$ cat config.mk
export PLATFORM = sky130hd
export DESIGN_NAME = mem_port_arbiter
export DESIGN_NICKNAME = d
export VERILOG_FILES = /design/src/rtl/mem_arb_pkg.sv /design/src/rtl/rr_pick2.sv /design/src/rtl/mem_port_arbiter.sv
export SDC_FILE = /design/constraint.sdc
export NUM_CORES = 1
export LEC_CHECK = 0
export CAP_MARGIN = 20
export CORE_MARGIN = 2
export CORE_UTILIZATION = 66
export CTS_BUF_LIST = sky130_fd_sc_hd__clkbuf_4 sky130_fd_sc_hd__clkbuf_8
export CTS_CLUSTER_DIAMETER = 60
export CTS_CLUSTER_SIZE = 28
export DETAILED_ROUTE_END_ITERATION = 10
export DONT_BUFFER_PORTS = 1
export GPL_TIMING_DRIVEN = 0
export PLACE_DENSITY = 0.82
export SKIP_CTS_REPAIR_TIMING = 1
export SYNTH_ARGS = -nofsm -noshare
export SYNTH_HDL_FRONTEND = slang
export SYNTH_HIERARCHICAL = 1
export SYNTH_SLANG_ARGS = --single-unit
$ cat constraint.sdc
create_clock -name clk_i -period 7.03 [get_ports clk_i]
set_clock_uncertainty 0.2 [all_clocks]
set_input_delay 0.3515 -clock clk_i [delete_from_list [all_inputs] [get_ports clk_i]]
set_output_delay 0.3515 -clock clk_i [all_outputs]
set_load 0.05 [all_outputs]
$ cat src/rtl/mem_arb_pkg.sv
// Shared definitions for the memory port arbiter.
//   arb_state_e   : transaction FSM states (2 bits)
//   OwnIf / OwnDm : owner encoding, also the requester index into the picker
//   MemLatency*   : legal range of the fixed memory read latency
package mem_arb_pkg;

  typedef enum logic [1:0] {
    StIdle  = 2'd0,
    StIssue = 2'd1,
    StWait  = 2'd2,
    StResp  = 2'd3
  } arb_state_e;

  localparam logic OwnIf = 1'b0;
  localparam logic OwnDm = 1'b1;

  localparam int unsigned MemLatencyMin = 1;
  localparam int unsigned MemLatencyMax = 15;

endpackage

$ cat src/rtl/rr_pick2.sv
// Combinational 2-way round-robin picker.
//   req_i[1:0]    : request vector, index OwnIf / OwnDm
//   last_i        : index of the previous owner
//   grant_valid_o : at least one request is pending
//   grant_idx_o   : index of the selected requester
module rr_pick2 (
  input  logic [1:0] req_i,
  input  logic       last_i,
  output logic       grant_valid_o,
  output logic       grant_idx_o
);

  always_comb begin
    grant_valid_o = |req_i;
    // A lone request wins outright; index 1 is set only when req_i[1] is.
    grant_idx_o   = req_i[1];
    // On a tie the requester that did not own the port last time wins.
    if (req_i == 2'b11) begin
      grant_idx_o = ~last_i;
    end
  end

endmodule

$ cat src/rtl/mem_port_arbiter.sv
// Shares one single-port memory between instruction fetch (IF) and data (DM).
// Round-robin on ties, one transaction in flight, fixed read latency.
//   clk_i, rst_i          : clock, asynchronous active-high reset
//   start_i               : allows new grants; in-flight accesses always finish
//   if_req_i/if_addr_i    : fetch request, held until if_ack_o
//   if_ack_o/if_rdata_o   : one-cycle done pulse, fetched word
//   dm_req_i/dm_we_i/dm_addr_i/dm_wdata_i : data request, held until dm_ack_o
//   dm_ack_o/dm_rdata_o   : one-cycle done pulse, load data
//   mem_en_o/mem_we_o/mem_addr_o/mem_wdata_o : registered memory strobe and command
//   mem_rdata_i           : read data, valid MEM_LATENCY cycles after mem_en_o
//   busy_o                : high whenever the FSM is not idle
module mem_port_arbiter
  import mem_arb_pkg::*;
#(
  parameter int unsigned ADDR_W      = 32,
  parameter int unsigned DATA_W      = 32,
  parameter int unsigned MEM_LATENCY = 1
) (
  input  logic              clk_i,
  input  logic              rst_i,
  input  logic              start_i,
  input  logic              if_req_i,
  input  logic [ADDR_W-1:0] if_addr_i,
  output logic              if_ack_o,
  output logic [DATA_W-1:0] if_rdata_o,
  input  logic              dm_req_i,
  input  logic              dm_we_i,
  input  logic [ADDR_W-1:0] dm_addr_i,
  input  logic [DATA_W-1:0] dm_wdata_i,
  output logic              dm_ack_o,
  output logic [DATA_W-1:0] dm_rdata_o,
  output logic              mem_en_o,
  output logic              mem_we_o,
  output logic [ADDR_W-1:0] mem_addr_o,
  output logic [DATA_W-1:0] mem_wdata_o,
  input  logic [DATA_W-1:0] mem_rdata_i,
  output logic              busy_o
);

  if (MEM_LATENCY < MemLatencyMin || MEM_LATENCY > MemLatencyMax) begin : g_bad_latency
    $error("mem_port_arbiter: MEM_LATENCY out of range 1..15");
  end

  localparam int unsigned CntW = $clog2(MEM_LATENCY + 1);
  localparam logic [CntW-1:0] CntLast = CntW'(MEM_LATENCY - 1);

  arb_state_e        state_q, state_d;
  logic              owner_q, owner_d;
  logic              last_owner_q, last_owner_d;
  logic [CntW-1:0]   cnt_q, cnt_d;
  logic              mem_en_q, mem_en_d;
  logic              mem_we_q, mem_we_d;
  logic [ADDR_W-1:0] mem_addr_q, mem_addr_d;
  logic [DATA_W-1:0] mem_wdata_q, mem_wdata_d;
  logic [DATA_W-1:0] rdata_buf_q, rdata_buf_d;
  logic [DATA_W-1:0] if_rdata_q, if_rdata_d;
  logic [DATA_W-1:0] dm_rdata_q, dm_rdata_d;

  logic pick_valid;
  logic pick_idx;

  rr_pick2 u_pick (
    .req_i         ({dm_req_i, if_req_i}),
    .last_i        (last_owner_q),
    .grant_valid_o (pick_valid),
    .grant_idx_o   (pick_idx)
  );

  // The mem_* registers double as the latched request: they are loaded once at
  // grant and hold for the rest of the transaction.
  always_comb begin
    state_d      = state_q;
    owner_d      = owner_q;
    last_owner_d = last_owner_q;
    cnt_d        = cnt_q;
    mem_en_d     = 1'b0;
    mem_we_d     = mem_we_q;
    mem_addr_d   = mem_addr_q;
    mem_wdata_d  = mem_wdata_q;
    rdata_buf_d  = rdata_buf_q;
    if_rdata_d   = if_rdata_q;
    dm_rdata_d   = dm_rdata_q;

    case (state_q)
      StIdle: begin
        if (start_i && pick_valid) begin
          owner_d  = pick_idx;
          mem_en_d = 1'b1;
          if (pick_idx == OwnDm) begin
            mem_we_d    = dm_we_i;
            mem_addr_d  = dm_addr_i;
            mem_wdata_d = dm_wdata_i;
          end else begin
            mem_we_d   = 1'b0;
            mem_addr_d = if_addr_i;
          end
          state_d = StIssue;
        end
      end
      StIssue: begin
        if (mem_we_q) begin
          state_d = StResp;
        end else begin
          cnt_d   = '0;
          state_d = StWait;
        end
      end
      StWait: begin
        cnt_d = cnt_q + CntW'(1);
        if (cnt_q == CntLast) begin
          rdata_buf_d = mem_rdata_i;
          state_d     = StResp;
        end
      end
      StResp: begin
        last_owner_d = owner_q;
        if (!mem_we_q) begin
          if (owner_q == OwnIf) begin
            if_rdata_d = rdata_buf_q;
          end else begin
            dm_rdata_d = rdata_buf_q;
          end
        end
        state_d = StIdle;
      end
      default: state_d = StIdle;
    endcase
  end

  always_ff @(posedge clk_i or posedge rst_i) begin
    if (rst_i) begin
      state_q      <= StIdle;
      owner_q      <= OwnIf;
      last_owner_q <= OwnIf;
      cnt_q        <= '0;
      mem_en_q     <= 1'b0;
      mem_we_q     <= 1'b0;
      mem_addr_q   <= '0;
      mem_wdata_q  <= '0;
      rdata_buf_q  <= '0;
      if_rdata_q   <= '0;
      dm_rdata_q   <= '0;
    end else begin
      state_q      <= state_d;
      owner_q      <= owner_d;
      last_owner_q <= last_owner_d;
      cnt_q        <= cnt_d;
      mem_en_q     <= mem_en_d;
      mem_we_q     <= mem_we_d;
      mem_addr_q   <= mem_addr_d;
      mem_wdata_q  <= mem_wdata_d;
      rdata_buf_q  <= rdata_buf_d;
      if_rdata_q   <= if_rdata_d;
      dm_rdata_q   <= dm_rdata_d;
    end
  end

  always_comb begin
    busy_o      = (state_q != StIdle);
    if_ack_o    = (state_q == StResp) && (owner_q == OwnIf);
    dm_ack_o    = (state_q == StResp) && (owner_q == OwnDm);
    // Captured data is visible during the ack cycle itself, then held.
    if_rdata_o  = if_ack_o ? rdata_buf_q : if_rdata_q;
    dm_rdata_o  = (dm_ack_o && !mem_we_q) ? rdata_buf_q : dm_rdata_q;
    mem_en_o    = mem_en_q;
    mem_we_o    = mem_we_q;
    mem_addr_o  = mem_addr_q;
    mem_wdata_o = mem_wdata_q;
  end

endmodule

==> results.sh, run 1 <==
export IMPL_start_util=0.6689
export IMPL_vias=4986
export IMPL_end_kind="output port"
export IMPL_nets=813
export IMPL_max_freq_ghz=0.3109
export IMPL_yosys_warnings=6
export IMPL_grt_ovfl_total=0
export IMPL_placed_area_um2=7784
export IMPL_min_to="state_q[0]$_DFFE_PP0P_"
export IMPL_cts_sinks=167
export IMPL_setup_tns_final_ns=0
export IMPL_dieArea_um2=12350
export IMPL_numCtsBuffers=17
export IMPL_diodes=0
export IMPL_drt_iter0_markers=322
export IMPL_cp_required_ns=6.48
export IMPL_grt_start_max_net_pins=107
export IMPL_via_per_inst=6.000
export IMPL_min_path_cells=3
export IMPL_r2r_end="mem_addr_o[22]$_DFFE_PP0P_"
export IMPL_wl_per_cell_um=24.17
export IMPL_drc=0
export IMPL_grt_pass1_wl_um=24900
export IMPL_cp_cell_sequence="ha_1, and2_1, nand2b_1, buf_4, buf_6, mux2_1"
export IMPL_hp_class="input pin to flop"
export IMPL_row_count=39
export IMPL_maxSlewHeadroom=0.5199
export IMPL_synth_seq_area_share=0.5519
export IMPL_port_buffers=0
export IMPL_maxSlewViolCount=0
export IMPL_syn_area_um2=7572
export IMPL_syn_avg_cell_area_um2=14.45
export IMPL_clkTransAtPathRegs_ns=0.09
export IMPL_synthTopCellsByArea="dfrtp_1 55%, mux2_2 23%, mux2_4 5.9%"
export IMPL_ys_top_cells_by_count="167 x dfrtp_1, 157 x mux2_2, 37 x nand2_1, 32 x mux2i_1, 32 x o21ai_0"
export IMPL_reg2reg_depth=6
export IMPL_wirelength_um=20080
export IMPL_fp_dieW_um=111.1
export IMPL_hold_viol=0
export IMPL_clock_path_buffers=2
export IMPL_clk_latency_ns=0.46
export IMPL_outcome="finished clean"
export IMPL_synth_most_common_cell="dfrtp_1"
export IMPL_core_area_um2=11320
export IMPL_grt_antenna_before_repair=0
export IMPL_cp_arrival_ns=2.67
export IMPL_drive_gt1_frac=0.3619
export IMPL_ys_seq_elements=167
export IMPL_worst_slack_ns=3.813
export IMPL_min_period_ns=3.217
export IMPL_place_hpwl_um=11330
export IMPL_ios=267
export IMPL_setup_viol=0
export IMPL_tightest_slew_ns=0.7201
export IMPL_critPathMaxFanout=10
export IMPL_tritoncts="done"
export IMPL_r2r_slack_ns=4.58
export IMPL_die_y_um=111.1
export IMPL_synth_area_leader_cell="dfrtp_1"
export IMPL_crit_family="simple AND/OR/NAND/NOR gates"
export IMPL_rsz0062_at_grt="no"
export IMPL_synth_ff_type="dfrtp_1"
export IMPL_place_congestion=0.8151
export IMPL_crit_slowest_cell="mux2_1"
export IMPL_r2r_start="last_owner_q$_DFFE_PP0N_"
export IMPL_synth_top_cell_area_share=0.5519
export IMPL_first_global_vias=4510
export IMPL_critical_path_max_stage_delay_ns=0.53
export IMPL_min_from="start_i"
export IMPL_design_area_um2=9472
export IMPL_root_buffer="clkbuf_8"
export IMPL_synth_edff_count=0
export IMPL_path_buf_inv=2
export IMPL_worstSetupPathType="flop to output port"
export IMPL_cp_start_kind="flop"
export IMPL_maxCapViolations=0
export IMPL_pre_cts_ws_ns=4.312
export IMPL_fin_crit_sh=0.4576
export IMPL_async_flop_share=1.000
export IMPL_ys_types=27
export IMPL_synth_cells=524
export IMPL_ant_nets=0
export IMPL_cts_max_level=4
export IMPL_synth_nets=662
export IMPL_syn_to_final_growth_pct=25.08
export IMPL_dr_pass1_iters=4
export IMPL_grtUsageTotal=0.2623
==> sequential cells by signal, indices dropped and copies added, names as in the netlist <==
| signal | flops |
|---|---|
| cnt_q | 1 |
| dm_rdata_q | 32 |
| if_rdata_q | 32 |
| last_owner_q | 1 |
| mem_addr_o | 32 |
| mem_en_o | 1 |
| mem_wdata_o | 32 |
| mem_we_o | 1 |
| owner_q | 1 |
| rdata_buf_q | 32 |
| state_q | 2 |
==> metal layers <==
layer  track usage  share of wire
met2        0.4245           0.51
met1        0.3221           0.37
met3        0.1011          0.075
met5             0              0
met4       0.09877          0.040
==> metrics by stage <==
stage	hold WS [ns]	utilization	cells
CTS	-0.3740	0.7208	700
finish	0.07490	0.8366	831
global placement	0.2682	0.6847	667
detailed placement	0.1147	0.6876	668
global route	0.06437	0.8366	831
floorplan	0.2585	-	524
==> worst reg2reg max path: stages (launching register included) <==
cell and delay, ns:
dfrtp_1 0.40, a21boi_1 0.13, buf_2 0.22, buf_2 0.33, mux2i_1 0.31, dlygate4sd3_1 0.61, o21ai_0 0.10
==> cell usage in the layout (no fill, tap or decap) <==
| cell | instances |
|---|---|
| mux2i_1 | 32 |
| nand2b_1 | 1 |
| bufinv_16 | 1 |
| a21oi_1 | 3 |
| clkbuf_4 | 2 |
| buf_4 | 4 |
| dlygate4sd3_1 | 131 |
| nand3_1 | 2 |
| nor2b_4 | 1 |
| or2_1 | 1 |
| buf_16 | 1 |
| clkinv_4 | 3 |
| mux2_1 | 7 |
| clkinv_2 | 4 |
| mux2_2 | 157 |
| clkbuf_1 | 7 |
| clkbuf_8 | 19 |
| nor2b_1 | 2 |
| a21boi_1 | 1 |
| nand2_1 | 37 |
| and2_1 | 1 |
| nand2_2 | 1 |
| o21ai_0 | 32 |
| dfrtp_1 | 167 |
| clkinvlp_4 | 2 |
| buf_6 | 11 |
| o22a_1 | 1 |
| mux2_4 | 30 |
| ha_1 | 4 |
| inv_6 | 2 |
| nor2_1 | 3 |
| buf_12 | 3 |
| xnor2_1 | 1 |
| a22oi_1 | 2 |
| buf_2 | 8 |
| inv_1 | 4 |
==> kinds of logic (layout without fill, tap and decap cells) <==
| family | Yosys count | after routing | share of synthesized area |
|---|---|---|---|
| muxes | 226 | 226 | 0.3457 |
| DFF | 167 | 167 | 0.5519 |
| and+or+nand+nor | 49 | 49 | 0.02793 |
| AOI/OAI and AO/OA | 39 | 39 | 0.02726 |
| buffers and inverters | 38 | 202 | 0.03949 |
| adders and majority gates | 4 | 4 | 0.006610 |
| xor gates and xnor gates | 1 | 1 | 0.001157 |
==> cell type report <==
class	count	area (um^2)
multi-input cells	319	3094
fillers	545	1849
well taps	143	178.9
clock inverters	11	100.1
flip-flops and latches	167	4179
inverters	5	23.77
plain buffers	33	280.3
repair buffers	132	1339
clock buffers	21	276.5
==> how the worst max path moves through the flow <==
stage / end / from / slack (ns) / cells after the start
2_1_floorplan: cnt_q$_DFFE_PP0P_ / rst_i / 1.96 / 1
3_3_place_gp: dm_rdata_q[23]$_DFFE_PP0P_ / rst_i / 0.59 / 1
3_5_place_dp: dm_rdata_o[30] / state_q[0]$_DFFE_PP0P_ / 4.31 / 6
4_1_cts: dm_rdata_o[30] / state_q[0]$_DFFE_PP0P_ / 3.82 / 6
5_1_grt: dm_rdata_o[27] / state_q[0]$_DFFE_PP0P_ / 3.69 / 6
6_report: dm_rdata_o[27] / state_q[0]$_DFFE_PP0P_ / 3.81 / 6
Power of run 1 is not shown: default switching activity piles up to over one toggle a cycle in this logic, so the estimate is an artifact.
==> run 2, diff against run 1 <==
==> constraint.sdc (replaced) <==
create_clock -name clk_i -period 3.1 [get_ports clk_i]
set_clock_uncertainty 0.2 [all_clocks]
set_input_delay 0.155 -clock clk_i [delete_from_list [all_inputs] [get_ports clk_i]]
set_output_delay 0.155 -clock clk_i [all_outputs]
set_load 0.05 [all_outputs]
==> run 2 against run 1 <==
  * Final area up 0.95%
  * Critical endpoint is now dm_rdata_o[30]
  * Largest cell class unchanged
  * Critical path depth stayed put
  * Clock-buffer cell count down 4
  * Critical path type unchanged
  * Routed wire length grew 3.3%
  * Highest routed layer unchanged
==> results.sh, run 2 (same netlist as run 1, synthesis figures left out) <==
export IMPL_first_global_vias=4518
export IMPL_r2r_slack_ns=0.37
export IMPL_hold_viol=0
export IMPL_drive_gt1_frac=0.3642
export IMPL_grt_start_max_net_pins=40
export IMPL_seq_area_um2=4179
export IMPL_syn_to_final_growth_pct=26.27
export IMPL_reg2reg_depth=8
export IMPL_setup_viol=0
export IMPL_fin_crit_sh=0.9441
export IMPL_row_count=39
export IMPL_port_buffers=0
export IMPL_cp_required_ns=2.74
export IMPL_cp_arrival_ns=2.57
export IMPL_start_util=0.6689
export IMPL_place_hpwl_um=11410
export IMPL_cp_start_kind="flop"
export IMPL_clock_path_buffers=2
export IMPL_pre_cts_ws_ns=0.5776
export IMPL_drc=0
export IMPL_root_buffer="clkbuf_8"
export IMPL_vias=5147
export IMPL_hp_class="input pin to asynchronous set/reset pin"
export IMPL_end_kind="output port"
export IMPL_multi_input_area_um2=3095
export IMPL_maxCapViolations=0
export IMPL_n_fill_cell=522
export IMPL_wirelength_um=20750
export IMPL_clkTransAtPathRegs_ns=0.09
export IMPL_critPathMaxFanout=10
export IMPL_rsz0062_at_grt="no"
export IMPL_maxSlewHeadroom=0.5402
export IMPL_maxSlewViolCount=0
export IMPL_r2r_start="state_q[0]$_DFFE_PP0P_"
export IMPL_grt_pass1_wl_um=25060
export IMPL_worstSetupPathType="flop to output port"
export IMPL_r2r_end="mem_we_o$_DFFE_PP0P_"
export IMPL_outcome="finished clean"
export IMPL_tightest_slew_ns=0.6897
export IMPL_nets=818
export IMPL_grt_antenna_before_repair=0
export IMPL_drt_iter0_markers=317
export IMPL_min_period_ns=2.927
export IMPL_cts_max_level=4
export IMPL_die_y_um=111.1
export IMPL_ant_nets=0
export IMPL_fp_dieW_um=111.1
export IMPL_clk_latency_ns=0.46
export IMPL_dr_pass1_iters=6
export IMPL_diodes=0
export IMPL_ios=267
export IMPL_via_per_inst=6.164
export IMPL_grt_ovfl_total=0
export IMPL_layout_common_cells="167 x dfrtp_1, 157 x mux2_2, 133 x dlygate4sd3_1"
export IMPL_tritoncts="done"
export IMPL_dieArea_um2=12350
export IMPL_grtUsageTotal=0.2641
export IMPL_cts_sinks=167
export IMPL_max_freq_ghz=0.3417
export IMPL_wl_per_cell_um=24.85
export IMPL_core_area_um2=11320
export IMPL_place_congestion=0.8038
export IMPL_mostFrequentLayoutCell="dfrtp_1"
export IMPL_worst_slack_ns=0.1734
export IMPL_numCtsBuffers=17
run 2: cell type report:
| class | instances | area share |
|---|---|---|
| clock buffers | 17 | 0.02447 |
| plain buffers | 33 | 0.02931 |
| flip-flops and latches | 167 | 0.4371 |
| repair buffers | 137 | 0.1476 |
| well taps | 143 | 0.01871 |
| inverters | 5 | 0.002355 |
| multi-input cells | 319 | 0.3237 |
| clock inverters | 14 | 0.01675 |
run 2: worst max-delay path: stages (launching register included):
cell	delay [ns]
dfrtp_1	0.45
ha_1	0.26
and2_2	0.32
nand2b_1	0.11
buf_4	0.21
buf_6	0.19
mux2_1	0.56
run 2: worst max path at each step:
stage,from,to,cells after the start
4_1_cts,state_q[0]$_DFFE_PP0P_,dm_rdata_o[30],6
6_report,state_q[0]$_DFFE_PP0P_,dm_rdata_o[30],6
3_5_place_dp,state_q[0]$_DFFE_PP0P_,dm_rdata_o[30],6
5_1_grt,state_q[0]$_DFFE_PP0P_,dm_rdata_o[30],6
2_1_floorplan,rst_i,cnt_q$_DFFE_PP0P_,1
3_3_place_gp,rst_i,mem_wdata_o[25]$_DFFE_PP0P_,1
run 2: per-layer routing:
metal,vias up,GRT usage,part of all wire
met3,97,0.1017,0.079
met2,320,0.4196,0.50
met5,-,0,0
met4,0,0.1070,0.054
met1,2572,0.3284,0.37
li1,2158,-,-
run 2: through the flow:
| step | hold slack [ns] | std cells | util | cell area (um^2) | setup TNS [ns] |
|---|---|---|---|---|---|
| after floorplan | 0.08970 | 524 | - | 7576 | 0 |
| after global placement | 0.09368 | 667 | 0.6850 | 7755 | -9.622 |
| after detailed placement | -0.1057 | 671 | 0.6921 | 7835 | 0 |
| after CTS | -0.6056 | 702 | 0.7269 | 8229 | 0 |
| after global routing | 0.03190 | 835 | 0.8446 | 9562 | 0 |
| final | 0.02678 | 835 | 0.8446 | 9562 | 0 |
Power of run 2 is left out for the same reason.
